===== config.mk =====
export PLATFORM = sky130hd
export DESIGN_NAME = mem_access_unit
export DESIGN_NICKNAME = d
export VERILOG_FILES = /design/src/rtl/mem_access_unit.sv
export SDC_FILE = /design/constraint.sdc
export NUM_CORES = 1
export LEC_CHECK = 0
export ABC_AREA = 1
export CORE_MARGIN = 8
export CORE_UTILIZATION = 40
export CTS_BUF_LIST = sky130_fd_sc_hd__clkbuf_2
export DETAILED_ROUTE_END_ITERATION = 8
export GPL_TIMING_DRIVEN = 0
export PLACE_DENSITY = 0.74
export REMOVE_ABC_BUFFERS = 1
export SKIP_LAST_GASP = 1
export SYNTH_ARGS = -nofsm -noshare
export SYNTH_HDL_FRONTEND = slang
export SYNTH_SLANG_ARGS = --single-unit

===== constraint.sdc =====
create_clock -name clock -period 6.5 [get_ports clock]
set_input_delay 1.95 -clock clock [delete_from_list [all_inputs] [get_ports clock]]
set_output_delay 1.95 -clock clock [all_outputs]
set_load 0.1 [all_outputs]

===== src/rtl/mem_access_unit.sv =====
// Purpose : sequential MEM-stage data-SRAM access unit (LB..SWR, lane map, address errors, flush).
// Latency : store/fault/NONE respond 2 cycles after accept; loads RD_LATENCY+2 cycles after accept.
// Backpressure: one request in flight; req_ready is high only in IDLE (including the resp_valid cycle).
//
// Ports:
//   clock, reset               : clock, asynchronous active-high reset
//   req_valid/req_ready        : request handshake; mem_ctrl, addr, write_data sampled on accept
//   flush                      : abort in-flight request / block acceptance in IDLE
//   resp_valid, read_data,
//   adel, ades, bad_vaddr      : one-cycle registered response
//   data_sram_*                : SRAM request (driven only in ISSUE) and read data return
module mem_access_unit #(
  parameter int ADDR_W            = 32,
  parameter int RD_LATENCY        = 1,
  parameter bit SUPPORT_UNALIGNED = 1'b1
) (
  input  logic              clock,
  input  logic              reset,
  input  logic              req_valid,
  output logic              req_ready,
  input  logic [3:0]        mem_ctrl,
  input  logic [ADDR_W-1:0] addr,
  input  logic [31:0]       write_data,
  input  logic              flush,
  output logic              resp_valid,
  output logic [31:0]       read_data,
  output logic              adel,
  output logic              ades,
  output logic [ADDR_W-1:0] bad_vaddr,
  output logic              data_sram_en,
  output logic [3:0]        data_sram_wen,
  output logic [ADDR_W-1:0] data_sram_addr,
  output logic [31:0]       data_sram_wdata,
  input  logic [31:0]       data_sram_rdata
);

  localparam logic [3:0] OP_LB  = 4'd1;
  localparam logic [3:0] OP_LBU = 4'd2;
  localparam logic [3:0] OP_LH  = 4'd3;
  localparam logic [3:0] OP_LHU = 4'd4;
  localparam logic [3:0] OP_LW  = 4'd5;
  localparam logic [3:0] OP_LWL = 4'd6;
  localparam logic [3:0] OP_LWR = 4'd7;
  localparam logic [3:0] OP_SB  = 4'd8;
  localparam logic [3:0] OP_SH  = 4'd9;
  localparam logic [3:0] OP_SW  = 4'd10;
  localparam logic [3:0] OP_SWL = 4'd11;
  localparam logic [3:0] OP_SWR = 4'd12;

  localparam logic [2:0] RD_LAT = 3'(RD_LATENCY);

  typedef enum logic [1:0] {S_IDLE, S_ISSUE, S_WAIT, S_FAULT} state_t;

  state_t state_q, state_d;

  // request latched on accept
  logic [3:0]        ctrl_q;
  logic [ADDR_W-1:0] addr_q;
  logic [31:0]       rt_q;
  logic [3:0]        wen_q;
  logic [31:0]       wdata_q;
  logic              load_q;
  logic              err_load_q;
  logic              err_store_q;
  logic [2:0]        cnt_q;

  // decode of the incoming request
  logic        dec_load, dec_store, dec_mis;
  logic [3:0]  dec_wen;
  logic [31:0] dec_wdata;
  logic        accept;

  // FSM completion strobes (response appears the cycle after)
  logic fin_store, fin_load, fin_fault;

  logic [7:0]  ld_byte;
  logic [15:0] ld_half;
  logic [31:0] load_result;

  // reset is folded in so every output reads 0 while reset is held
  assign req_ready = (state_q == S_IDLE) && !reset;
  assign accept    = req_valid && req_ready && !flush;

  assign data_sram_en    = (state_q == S_ISSUE);
  assign data_sram_wen   = (state_q == S_ISSUE) ? wen_q : 4'b0000;
  assign data_sram_addr  = {addr_q[ADDR_W-1:2], 2'b00};
  assign data_sram_wdata = wdata_q;

  // Request decode and store lane map. Unaligned ops decode as NONE when unsupported.
  always_comb begin
    dec_load  = 1'b0;
    dec_store = 1'b0;
    dec_mis   = 1'b0;
    dec_wen   = 4'b0000;
    dec_wdata = 32'h0;
    case (mem_ctrl)
      OP_LB, OP_LBU: dec_load = 1'b1;
      OP_LH, OP_LHU: begin
        dec_load = 1'b1;
        dec_mis  = addr[0];
      end
      OP_LW: begin
        dec_load = 1'b1;
        dec_mis  = (addr[1:0] != 2'b00);
      end
      OP_LWL, OP_LWR: dec_load = SUPPORT_UNALIGNED;
      OP_SB: begin
        dec_store = 1'b1;
        dec_wen   = 4'b0001 << addr[1:0];
        dec_wdata = {4{write_data[7:0]}};
      end
      OP_SH: begin
        dec_store = 1'b1;
        dec_mis   = addr[0];
        dec_wen   = addr[1] ? 4'b1100 : 4'b0011;
        dec_wdata = {2{write_data[15:0]}};
      end
      OP_SW: begin
        dec_store = 1'b1;
        dec_mis   = (addr[1:0] != 2'b00);
        dec_wen   = 4'b1111;
        dec_wdata = write_data;
      end
      OP_SWL: begin
        dec_store = SUPPORT_UNALIGNED;
        case (addr[1:0])
          2'd0: begin dec_wen = 4'b0001; dec_wdata = write_data >> 24; end
          2'd1: begin dec_wen = 4'b0011; dec_wdata = write_data >> 16; end
          2'd2: begin dec_wen = 4'b0111; dec_wdata = write_data >> 8;  end
          default: begin dec_wen = 4'b1111; dec_wdata = write_data; end
        endcase
      end
      OP_SWR: begin
        dec_store = SUPPORT_UNALIGNED;
        case (addr[1:0])
          2'd0: begin dec_wen = 4'b1111; dec_wdata = write_data;       end
          2'd1: begin dec_wen = 4'b1110; dec_wdata = write_data << 8;  end
          2'd2: begin dec_wen = 4'b1100; dec_wdata = write_data << 16; end
          default: begin dec_wen = 4'b1000; dec_wdata = write_data << 24; end
        endcase
      end
      default: ;
    endcase
  end

  // Load data extraction from the returning SRAM word.
  always_comb begin
    ld_byte     = data_sram_rdata[{addr_q[1:0], 3'b000} +: 8];
    ld_half     = addr_q[1] ? data_sram_rdata[31:16] : data_sram_rdata[15:0];
    load_result = 32'h0;
    case (ctrl_q)
      OP_LB:  load_result = {{24{ld_byte[7]}}, ld_byte};
      OP_LBU: load_result = {24'h0, ld_byte};
      OP_LH:  load_result = {{16{ld_half[15]}}, ld_half};
      OP_LHU: load_result = {16'h0, ld_half};
      OP_LW:  load_result = data_sram_rdata;
      OP_LWL: begin
        case (addr_q[1:0])
          2'd0: load_result = {data_sram_rdata[7:0],  rt_q[23:0]};
          2'd1: load_result = {data_sram_rdata[15:0], rt_q[15:0]};
          2'd2: load_result = {data_sram_rdata[23:0], rt_q[7:0]};
          default: load_result = data_sram_rdata;
        endcase
      end
      OP_LWR: begin
        case (addr_q[1:0])
          2'd0: load_result = data_sram_rdata;
          2'd1: load_result = {rt_q[31:24], data_sram_rdata[31:8]};
          2'd2: load_result = {rt_q[31:16], data_sram_rdata[31:16]};
          default: load_result = {rt_q[31:8], data_sram_rdata[31:24]};
        endcase
      end
      default: load_result = 32'h0;
    endcase
  end

  // FSM: next state and completion strobes
  always_comb begin
    state_d   = state_q;
    fin_store = 1'b0;
    fin_load  = 1'b0;
    fin_fault = 1'b0;
    case (state_q)
      S_IDLE: begin
        if (accept) begin
          state_d = (dec_mis || (!dec_load && !dec_store)) ? S_FAULT : S_ISSUE;
        end
      end
      S_ISSUE: begin
        // a flushed access still reaches the SRAM; only the response is dropped
        if (flush) begin
          state_d = S_IDLE;
        end else if (load_q) begin
          state_d = S_WAIT;
        end else begin
          state_d   = S_IDLE;
          fin_store = 1'b1;
        end
      end
      S_WAIT: begin
        if (flush) begin
          state_d = S_IDLE;
        end else if (cnt_q == 3'd1) begin
          // counter is about to hit zero: rdata is valid this cycle
          state_d  = S_IDLE;
          fin_load = 1'b1;
        end
      end
      S_FAULT: begin
        state_d   = S_IDLE;
        fin_fault = !flush;
      end
      default: state_d = S_IDLE;
    endcase
  end

  always_ff @(posedge clock or posedge reset) begin
    if (reset) begin
      state_q <= S_IDLE;
    end else begin
      state_q <= state_d;
    end
  end

  always_ff @(posedge clock or posedge reset) begin
    if (reset) begin
      ctrl_q      <= 4'd0;
      addr_q      <= '0;
      rt_q        <= 32'h0;
      wen_q       <= 4'b0000;
      wdata_q     <= 32'h0;
      load_q      <= 1'b0;
      err_load_q  <= 1'b0;
      err_store_q <= 1'b0;
    end else if (accept) begin
      ctrl_q      <= mem_ctrl;
      addr_q      <= addr;
      rt_q        <= write_data;
      wen_q       <= dec_load ? 4'b0000 : dec_wen;
      wdata_q     <= dec_wdata;
      load_q      <= dec_load;
      err_load_q  <= dec_load && dec_mis;
      err_store_q <= dec_store && dec_mis;
    end
  end

  // read latency counter
  always_ff @(posedge clock or posedge reset) begin
    if (reset) begin
      cnt_q <= 3'd0;
    end else begin
      case (state_q)
        S_ISSUE: cnt_q <= (load_q && !flush) ? RD_LAT : 3'd0;
        S_WAIT:  cnt_q <= flush ? 3'd0 : cnt_q - 3'd1;
        default: cnt_q <= 3'd0;
      endcase
    end
  end

  // registered one-cycle response
  always_ff @(posedge clock or posedge reset) begin
    if (reset) begin
      resp_valid <= 1'b0;
      read_data  <= 32'h0;
      adel       <= 1'b0;
      ades       <= 1'b0;
      bad_vaddr  <= '0;
    end else begin
      resp_valid <= fin_store || fin_load || fin_fault;
      read_data  <= fin_load ? load_result : 32'h0;
      adel       <= fin_fault && err_load_q;
      ades       <= fin_fault && err_store_q;
      bad_vaddr  <= (fin_fault && (err_load_q || err_store_q)) ? addr_q : '0;
    end
  end

endmodule


# Word level (Yosys, flattened, before mapping)
# Cells that the tools add are included.
# op_classes
mux	35
addsub	1
reduce_logical	27
n_shift	2
eq_ne	29
# ops
op	n
one-hot mux 32 bit (3 select lines)	4
one-hot mux 32 bit (7 select lines)	1
one-hot mux 32 bit (5 select lines)	1
two-way mux 32 bit	2
equality test 4 x 3 -> 1 bit (second input constant)	8
variable part select 32 x 6 -> 8 bit	1
equality test 4 bit (second input constant)	5
one-hot mux 4 bit (5 select lines)	1
equality test 4 x 2 -> 1 bit (second input constant)	4
two-way mux 16 bit	1
two-way mux 2 bit	6
two-way mux 4 bit	3
one-hot mux 4 bit (3 select lines)	1
logical AND 1 bit	10
two-way mux 1 bit	10
one-hot mux 3 bit (3 select lines)	1
equality test 2 bit (second input constant)	4
equality test 4 x 1 -> 1 bit (second input constant)	2
one-hot mux 2 bit (4 select lines)	1
OR reduction 7 bit	1
equality test 2 x 1 -> 1 bit (second input constant)	3
zero test 2 bit	3
one-hot mux 3 bit (2 select lines)	1
OR reduction 5 bit	1
13 further kinds	19
# totals
register_bits	179
word_cells	109
out_inout_bits	137

# Longest topological paths before layout
# Gate-level depths: netlist of the first run.
# depth
ltp_word	9
ltp_mapped	11
ltp_nobuf	10

# Worst setup path after synthesis of the first run
# Ideal clock, no wire load.
# synth_timing
kind	input to output
startpoint	input port reset
endpoint	output port req_ready
cell_stages	1
slack_ns	1.318
t_arrival_ns	3.232
cell_sequence	nor2_1
# synth_via
elab_chain_len	2
# synth_lines
item	line	source
from (decl)	18	input logic reset,
zero test 1 bit (no source line)	-	
logical AND 1 bit	81	assign req_ready = (state_q == S_IDLE) && !reset;
to (decl)	20	output logic req_ready,
# No other way between the ends.

# Worst setup path in the final report of the first run
# Ends and elaborated chain as after synthesis.

==> impl_metrics.py, run 1 <==
metrics = {
    "job": {
        "max_cap_violations": 0,
    },
    "floorplan": {
        "rows": 60,
        "die-area_sq_mm": 0.03219,
        "core-area_sq_mm": 0.02658,
        "dieHeight_um": 179.4,
        "ios": 241,
        "start_util_pct": 40.19,
        "die_w_um": 179.4,
    },
    "drt": {
        "ant_nets": 0,
        "dr_total_vias": 10570,
        "firstDrtPassIters": 6,
        "vias_per_cell": 5.092,
        "routed_wl_um": 34420,
        "remaining_drc_errors": 0,
        "avgRoutedWirePerCell_um": 16.58,
        "drtIter0Drc": 1112,
    },
    "cts": {
        "clk_latency_ns": 0.81,
        "cts_buffers": 17,
        "hold_buffers": 0,
        "h-tree-depth": 4,
        "clk_path_buf_depth": 2,
        "cts_tree": "done",
        "root_buffer": "clkbuf_2",
        "postCtsSetupBuffers": 0,
        "cts.sinks": 179,
        "postCtsResizedCells": 0,
        "path_clk_slew_ns": 0.34,
    },
    "power": {
        "powerDensity_mw_per_mm2": 419.5,
        "p_leak_nw": 6.529,
        "intPower_w": 0.002380,
        "p_clk_share_pct": 11.2,
        "combPwrFrac_pct": 58.2,
        "p_seq_share_pct": 30.7,
        "p_sw_w": 0.003163,
        "peakVddDrop_mv": 0.3593,
        "switching_share_pct": 57.07,
    },
    "critical_path": {
        "start_kind": "input port",
        "crit_top_cell": "clkdlybuf4s50_1",
        "crit_family": "buffers and inverters",
        "cp_cell_sequence": "clkdlybuf4s50_1 > nor2_1 > clkdlybuf4s50_1",
        "path_class": "input port to primary output",
        "r2r_setup_slack_ns": 3.48,
        "cp_num_buf_inv": 2,
        "end_kind": "primary output",
        "cp_slowest_cell": "clkdlybuf4s50_1",
        "cp_data_arrival_time_ns": 3.91,
        "max_stage_delay_ns": 1.19,
        "crit_path_max_fanout": 2,
        "cp.required_ns": 4.55,
    },
    "cells_and_area": {
        "finalNonFillerCells": 2076,
        "postLayoutCoreUtil_pct": 49.72,
        "nets": 1830,
        "fillers": 2671,
        "drive_gt1_share_pct": 5.658,
        "design_area_sq_mm": 0.01321,
        "area_delta_synth_final_pct": 23.72,
    },
    "synth": {
        "synthCells": 1563,
        "synth_top_cell_area_share_pct": 41.94,
        "syn_area_sq_mm": 0.01068,
        "syn_area_per_cell_sq_um": 6.833,
        "ys_seq_area_share_pct": 41.94,
        "yosysUniqueCellTypes": 35,
        "yosys_warnings": 0,
        "synth_top_cell_by_area": "dfrtp_1",
        "ys_seq_elements": 179,
        "synth.area.top_cells": "dfrtp_1 (42%), nand2_1 (21%), nand3_1 (8.1%)",
    },
    "timing": {
        "drv_slew": 0,
        "holdWs_ns": 0.4840,
        "slew_headroom_pct": 15.91,
        "hold_viol": 0,
        "tightest_slew_ns": 1.260,
        "skew_ns": 0.06515,
        "finalCritPeriodShare_pct": 90.15,
        "fin_ws_ns": 0.6400,
        "finalSetupViolCount": 0,
        "fin_crit_ns": 5.860,
        "rsz0062_at_grt": "false",
        "fmax_mhz": 170.6,
    },
    "placement": {
        "gp_congestion": 0.9300,
        "preCtsSetupSlack_ns": 0.6379,
        "dp_hpwl_um": 24260,
        "io_buffers": 238,
        "dp.cells": 2041,
        "dpl_cell_area_sq_mm": 0.01296,
    },
    "global_route": {
        "track_usage_pct": 20.89,
        "grt_pass1_vias": 9803,
        "grt_remaining_overflow": 0,
        "grt_pass1_wl_um": 54490,
        "grt_max_degree": 101,
        "antenna_found_initial": 6,
    },
    "worst_hold_path": {
        "hold_path.class": "register to register",
    },
    "outcome": {
        "outcome": "finished clean",
    },
}
-- layout make-up --
cell class	count	area (sq um)	share of cell area (%)
diodes	3	7.507	0.05681
clock buffers	18	90.09	0.6818
clock inverters	14	158.9	1.203
inverters	137	526.8	3.986
multi-input cells	1143	5071	38.38
flip-flops and latches	179	4481	33.91
well taps	341	426.7	3.229
repair buffers	241	2452	18.56
-- registers in the layout, indices dropped and copies added, names as in the netlist --
signal,flops
addr_q,32
bad_vaddr,32
data_sram_wdata,32
read_data,32
rt_q,32
ctrl_q,4
wen_q,4
cnt_q,3
state_q,2
adel,1
ades,1
err_load_q,1
err_store_q,1
load_q,1
resp_valid,1
-- synth_stat cells (all sizes together) --
cell      n
nor3      5
ha        7
dfrtp   179
o211ai   13
xnor2     1
nor2    174
buf      83
and2      7
nand2   611
clkbuf   22
nand4    17
o21ai   103
nand3   177
inv     136
a21oi    22
clkinv    1
a21boi    1
or2       3
conb      1
-- worst paths after layout --
check | startpoint | to | cells past startpoint
max in group asynchronous | reset | rt_q[3]$_DFFE_PP0P_ | 3
max | reset | req_ready | 3
min | addr_q[6]$_DFFE_PP0P_ | bad_vaddr[6]$_DFF_PP0_ | 2
min reg2reg | addr_q[6]$_DFFE_PP0P_ | bad_vaddr[6]$_DFF_PP0_ | 2
min in group asynchronous | reset | addr_q[19]$_DFFE_PP0P_ | 2
max reg2reg | state_q[0]$_DFFE_PP0P_ | state_q[1]$_DFFE_PP0P_ | 11
-- per-layer routing --
metal  GRT usage, %  up-vias  share of wire, %  wire length (um)
li1               -     5166                 -                 -
met1          27.18     4871                42             14510
met2          33.56      464                47             16050
met3          5.645       65               8.9              3074
met4          6.235        6               2.2               754
met5              0        -             0.093                32
-- layout by cell type (no fill, tap or decap), types with 2 or more instances in the layout --
cell type | netlist | routed
nor2_2 | 21 | 22
inv_8 | 0 | 5
nor2_1 | 147 | 145
nand2_2 | 5 | 5
nand2_4 | 4 | 5
clkinvlp_4 | 0 | 2
clkdlybuf4s50_1 | 0 | 238
conb_1 | 1 | 2
nand3_2 | 4 | 4
nor2_4 | 6 | 7
inv_2 | 9 | 9
nand3_1 | 172 | 172
or2_2 | 3 | 3
o21ai_0 | 98 | 98
ha_1 | 7 | 7
o211ai_1 | 13 | 13
inv_4 | 1 | 2
a21oi_1 | 21 | 21
buf_16 | 0 | 2
dfrtp_1 | 179 | 178
clkbuf_2 | 0 | 18
nand2_1 | 602 | 601
nand4_1 | 17 | 17
diode_2 | 0 | 3
inv_1 | 126 | 124
and2_1 | 7 | 7
o21ai_1 | 4 | 4
inv_6 | 0 | 6
nor3_1 | 4 | 4
-- cell families after synthesis --
logic type,synth area share [%]
simple gates,39.36
buf+inv,10.78
fa+ha+maj,0.8200
compound gates,6.982
other cells,0.03511
flops,41.94
xor+xnor,0.08202
-- worst min-delay path, cell delays in order (launching register included) --
cell and delay, ns:
dfrtp_1 0.45, inv_1 0.07, nor2_1 0.04
-- power by group through the flow --
stage	Clock [W]	Combinational [W]	Sequential [W]
after floorplan	0	0.00112	0.00293
after global placement	0	0.00319	0.00171
after detailed placement	0	0.00322	0.00172
after CTS	0.000644	0.00323	0.00169
after global routing	0.000680	0.00345	0.00175
final	0.000619	0.00322	0.00170
-- stage by stage --
stage	setup TNS [ns]	total power, W
after global placement	-648.49	0.004895
after floorplan	-127.67	0.004044
after detailed placement	0	0.004939
after global routing	0	0.005874
after CTS	0	0.005573
final	0	0.005543
Power figures use the tool's default switching activity.
==> run 2: changes to the inputs <==
--- a/config.mk
+++ b/config.mk
@@ -14,6 +14,7 @@
 export PLACE_DENSITY = 0.74
 export REMOVE_ABC_BUFFERS = 1
 export SKIP_LAST_GASP = 1
+export SLEW_MARGIN = 5
 export SYNTH_ARGS = -nofsm -noshare
 export SYNTH_HDL_FRONTEND = slang
 export SYNTH_SLANG_ARGS = --single-unit
==> run 2 against run 1 <==
Against the previous run: utilization hardly changed; non-clock buffer count is 1 higher; power is 0.55% lower; cell area hardly changed; count of clock-buffer cells in the layout is 1 lower; sequential cell count stayed put.
==> impl_metrics.py, run 2 (synthesis gave the netlist of run 1 again) <==
metrics = {
    "outcome": {
        "outcome": "finished clean",
    },
    "cells_and_area": {
        "postLayoutCoreUtil_pct": 49.73,
        "design_area_sq_mm": 0.01322,
        "mostFrequentLayoutCell": "nand2_1",
        "nets": 1831,
        "layout_common_cells": "nand2_1 (601), clkdlybuf4s50_1 (238), dfrtp_1 (178)",
        "drive_gt1_share_pct": 5.713,
        "area_delta_synth_final_pct": 23.75,
    },
    "power": {
        "powerDensity_mw_per_mm2": 417.1,
        "p_leak_nw": 6.531,
        "peakVddDrop_mv": 0.4444,
    },
    "timing": {
        "finalSetupViolCount": 0,
        "fin_crit_ns": 5.874,
        "finalCritPeriodShare_pct": 90.37,
        "fin_tns_setup_ns": 0,
        "fmax_mhz": 170.2,
        "tightest_slew_ns": 1.256,
        "drv_slew": 0,
        "hold_viol": 0,
        "skew_ns": 0.04482,
        "slew_headroom_pct": 16.15,
        "rsz0062_at_grt": "false",
    },
    "drt": {
        "ant_nets": 0,
        "drtIter0Drc": 1172,
        "avgRoutedWirePerCell_um": 16.51,
        "dr_total_vias": 10470,
        "remaining_drc_errors": 0,
        "vias_per_cell": 5.041,
        "firstDrtPassIters": 8,
        "routed_wl_um": 34280,
    },
    "critical_path": {
        "crit_top_cell": "clkdlybuf4s50_1",
        "end_kind": "primary output",
        "cp_data_arrival_time_ns": 3.92,
        "start_kind": "input port",
        "rr_startpoint": "state_q[0]$_DFFE_PP0P_",
        "r2r_setup_slack_ns": 3.68,
        "cp_cell_sequence": "clkdlybuf4s50_1 > nor2_1 > clkdlybuf4s50_1",
        "cp_num_buf_inv": 2,
        "worst_r2r_path_depth": 12,
        "crit_path_max_fanout": 2,
        "max_stage_delay_ns": 1.19,
        "cp.required_ns": 4.55,
        "crit_family": "buffers and inverters",
        "path_class": "input port to primary output",
        "cp_slowest_cell": "clkdlybuf4s50_1",
        "worstReg2RegEnd": "state_q[1]$_DFFE_PP0P_",
    },
    "floorplan": {
        "dieHeight_um": 179.4,
        "core-area_sq_mm": 0.02658,
        "ios": 241,
        "rows": 60,
        "start_util_pct": 40.19,
        "die-area_sq_mm": 0.03219,
        "die_w_um": 179.4,
    },
    "worst_hold_path": {
        "holdCritStartpoint": "addr_q[6]$_DFFE_PP0P_",
        "min_delay_path_depth": 2,
        "hold_path_end": "bad_vaddr[6]$_DFF_PP0_",
        "hold_path.class": "register to register",
    },
    "cts": {
        "cts.sinks": 179,
        "root_buffer": "clkbuf_2",
        "cts_buffers": 17,
        "h-tree-depth": 4,
        "cts_tree": "done",
        "postCtsSetupBuffers": 0,
        "clk_path_buf_depth": 2,
        "hold_buffers": 0,
        "clk_latency_ns": 0.77,
        "postCtsResizedCells": 0,
        "path_clk_slew_ns": 0.32,
    },
    "global_route": {
        "grt_pass1_wl_um": 54610,
        "grt_max_degree": 101,
        "grt_remaining_overflow": 0,
        "antenna_found_initial": 5,
        "track_usage_pct": 20.83,
        "grt_pass1_vias": 9835,
    },
    "placement": {
        "dpl_cell_area_sq_mm": 0.01298,
        "io_buffers": 238,
        "dp_hpwl_um": 24350,
        "gp_congestion": 0.9300,
    },
    "job": {
        "max_cap_violations": 0,
    },
}
==> run 2: stage by stage <==
step / cells / hold WS [ns] / total power, W / worst slack (ns)
after floorplan: 1459 / 0.4487 / 0.004044 / -1.295
after global placement: 2038 / 0.4638 / 0.004895 / -2.719
after detailed placement: 2042 / 0.4658 / 0.004942 / 0.6290
after CTS: 2074 / 0.4844 / 0.005541 / 0.6163
after global routing: 2076 / 0.5439 / 0.005847 / 0.5787
final: 2076 / 0.4961 / 0.005512 / 0.6260
==> run 2: tightest hold or removal path, delay by kind of cell, from the launching register on <==
family,cells,cell delay [ns]
simple gates,1,0.04
flops,1,0.44
buf+inv,1,0.07
==> run 2: worst max-delay path by stage <==
stage | start | end | slack [ns] | cells after the start
2_1_floorplan | reset | state_q[1]$_DFFE_PP0P_ | -1.30 | 7
3_5_place_dp | reset | req_ready | 0.63 | 3
3_3_place_gp | reset | read_data[25]$_DFF_PP0_ | -2.72 | 2
4_1_cts | reset | req_ready | 0.62 | 3
5_1_grt | reset | req_ready | 0.58 | 3
6_report | reset | req_ready | 0.63 | 3
==> run 2: final cells by class <==
| type | instances | area [sq um] |
|---|---|---|
| repair buffers | 242 | 2469 |
| flip-flops and latches | 179 | 4481 |
| fillers | 2625 | 13360 |
| clock buffers | 17 | 85.08 |
| multi-input cells | 1143 | 5076 |
| inverters | 137 | 526.8 |
| diodes | 2 | 5.005 |
| clock inverters | 15 | 147.6 |
| well taps | 341 | 426.7 |
==> run 2: report_power, final <==
group / switching (W) / leakage [nW] / internal [W] / total [W]
registers: 0.000276 / 2.36 / 0.00142 / 0.00170
clock network: 0.000437 / 0.140 / 0.000152 / 0.000589
logic: 0.00243 / 4.03 / 0.000799 / 0.00323
==> run 2: metal layers <==
layer / routed length, um / GRT usage [%]
met4: 641 / 5.435
met2: 16040 / 33.81
met1: 14390 / 27.16
met5: 45 / 0
met3: 3171 / 5.544
==> run 3: changes to the inputs <==
--- a/config.mk
+++ b/config.mk
@@ -6,6 +6,7 @@
 export NUM_CORES = 1
 export LEC_CHECK = 0
 export ABC_AREA = 1
+export CAP_MARGIN = 20
 export CORE_MARGIN = 8
 export CORE_UTILIZATION = 40
 export CTS_BUF_LIST = sky130_fd_sc_hd__clkbuf_2
==> run 3 against run 2 <==
Against the previous run: cell area increased by 0.42%; utilization increased by 0.21 points; global-route usage about the same; wire length about the same; non-clock buffer count increased by 2; critical path depth unchanged; critical path type unchanged; critical endpoint unchanged; highest routed layer unchanged.
==> impl_metrics.py, run 3 (synthesis gave the netlist of run 1 again) <==
metrics = {
    "critical_path": {
        "cp-startpoint": "reset",
        "end_kind": "primary output",
        "cp_cell_sequence": "clkdlybuf4s50_1 > nor2_1 > clkdlybuf4s50_1",
        "max_stage_delay_ns": 1.19,
        "cp_num_buf_inv": 2,
        "crit_path_max_fanout": 2,
        "path_class": "input port to primary output",
        "rr_startpoint": "state_q[0]$_DFFE_PP0P_",
        "start_kind": "input port",
        "crit_top_cell": "clkdlybuf4s50_1",
        "crit_family": "buffers and inverters",
        "cp_slowest_cell": "clkdlybuf4s50_1",
        "cp_data_arrival_time_ns": 3.91,
        "cp.required_ns": 4.55,
    },
    "floorplan": {
        "ios": 241,
        "start_util_pct": 40.19,
        "core-area_sq_mm": 0.02658,
        "die_w_um": 179.4,
        "dieHeight_um": 179.4,
        "rows": 60,
        "die-area_sq_mm": 0.03219,
    },
    "cts": {
        "postCtsResizedCells": 0,
        "cts_tree": "done",
        "clk_path_buf_depth": 2,
        "cts.sinks": 179,
        "h-tree-depth": 4,
        "cts_buffers": 17,
        "hold_buffers": 0,
        "postCtsSetupBuffers": 0,
        "path_clk_slew_ns": 0.35,
        "clk_latency_ns": 0.79,
        "root_buffer": "clkbuf_2",
    },
    "worst_hold_path": {
        "hold_path.class": "register to register",
        "holdCritStartpoint": "addr_q[6]$_DFFE_PP0P_",
    },
    "timing": {
        "fin_crit_ns": 5.859,
        "skew_ns": 0.06356,
        "rsz0062_at_grt": "false",
        "drv_slew": 0,
        "tightest_slew_ns": 1.150,
        "fmax_mhz": 170.7,
        "finalCritPeriodShare_pct": 90.14,
        "holdWs_ns": 0.4633,
        "hold_viol": 0,
        "finalSetupViolCount": 0,
        "fin_ws_ns": 0.6410,
        "slew_headroom_pct": 23.10,
    },
    "placement": {
        "dpl_cell_area_sq_mm": 0.01301,
        "dp_hpwl_um": 24380,
        "gp_congestion": 0.9300,
        "preCtsSetupSlack_ns": 0.6260,
        "io_buffers": 238,
    },
    "drt": {
        "ant_nets": 0,
        "routed_wl_um": 34280,
        "firstDrtPassIters": 6,
        "avgRoutedWirePerCell_um": 16.49,
        "drtIter0Drc": 1145,
        "dr_total_vias": 10520,
        "remaining_drc_errors": 0,
        "vias_per_cell": 5.062,
    },
    "job": {
        "max_cap_violations": 0,
    },
    "global_route": {
        "grt_use_met3_pct": 5.403,
        "grt_pass1_wl_um": 54530,
        "grt_pass1_vias": 9780,
        "grt_remaining_overflow": 0,
        "use_met1_pct": 27.22,
        "grt_max_degree": 101,
        "use_met2_pct": 33.56,
        "antenna_found_initial": 7,
        "track_usage_pct": 20.88,
        "top_usage_layer": "met2",
    },
    "power": {
        "powerDensity_mw_per_mm2": 417.4,
        "peakVddDrop_mv": 0.4032,
        "p_leak_nw": 6.551,
    },
    "cells_and_area": {
        "design_area_sq_mm": 0.01327,
        "drive_gt1_share_pct": 5.879,
        "postLayoutCoreUtil_pct": 49.94,
        "mostFrequentLayoutCell": "nand2_1",
        "multi_input_area_sq_mm": 0.005076,
        "fillers": 2659,
        "layout_common_cells": "nand2_1 (601), clkdlybuf4s50_1 (238), dfrtp_1 (178)",
        "regArea_sq_mm": 0.004481,
        "area_delta_synth_final_pct": 24.26,
        "nets": 1833,
    },
    "outcome": {
        "outcome": "finished clean",
    },
}
==> run 3: changes by cell type in the layout (fill, tap and decap cells not counted) <==
cell	before	now
inv_6	3	5
diode_2	2	3
clkinv_1	2	1
clkinv_2	2	0
buf_16	2	4
clkinv_8	0	2
inv_8	5	3
clkbuf_2	17	18
bufinv_16	1	0
clkinv_4	2	3
==> run 3: worst paths after layout <==
| kind | end | slack (ns) | depth (start not counted) |
|---|---|---|---|
| setup / recovery | req_ready | 0.64 | 3 |
| hold / removal | bad_vaddr[6]$_DFF_PP0_ | 0.46 | 2 |
| setup reg to reg | state_q[1]$_DFFE_PP0P_ | 3.71 | 12 |
| hold reg to reg | bad_vaddr[6]$_DFF_PP0_ | 0.46 | 2 |
| max in group asynchronous | addr_q[1]$_DFFE_PP0P_ | 3.94 | 3 |
| min in group asynchronous | addr_q[19]$_DFFE_PP0P_ | 1.60 | 2 |
==> run 3: final cells by class <==
| class | count | area share, % |
|---|---|---|
| well taps | 341 | 3.215 |
| flip-flops and latches | 179 | 33.76 |
| clock inverters | 14 | 1.056 |
| multi-input cells | 1143 | 38.25 |
| clock buffers | 18 | 0.6788 |
| repair buffers | 244 | 19.02 |
| inverters | 137 | 3.969 |
| diodes | 3 | 0.05657 |
==> run 3: worst reg2reg max path, cell delays in order, from the launching register on <==
cell	delay [ns]
dfrtp_1	0.49
inv_1	0.13
ha_1	0.15
inv_1	0.05
nor2_1	0.19
nand2_4	0.26
buf_12	0.27
inv_4	0.43
buf_16	0.33
o21ai_0	0.20
a21oi_1	0.16
nand2_1	0.06
nand2_1	0.05
==> run 3: metal layers <==
metal | part of all wire (%) | up-vias
met5 | 0.11 | -
met4 | 2.1 | 6
met3 | 9.0 | 52
met2 | 46 | 452
met1 | 42 | 4829
li1 | - | 5184
==> run 3: power by group <==
group	total [W]	switching, W	internal [W]
Clock	0.000572	0.000449	0.000123
Combinational	0.00329	0.00246	0.000832
Sequential	0.00168	0.000258	0.00142
==> run 3: stage by stage <==
step	power [W]	setup TNS [ns]	instances
global placement	0.004895	-648.49	2038
finish	0.005540	0	2079
CTS	0.005547	0	2075
floorplan	0.004044	-127.67	1459
global route	0.005867	0	2079
detailed placement	0.004961	0	2043
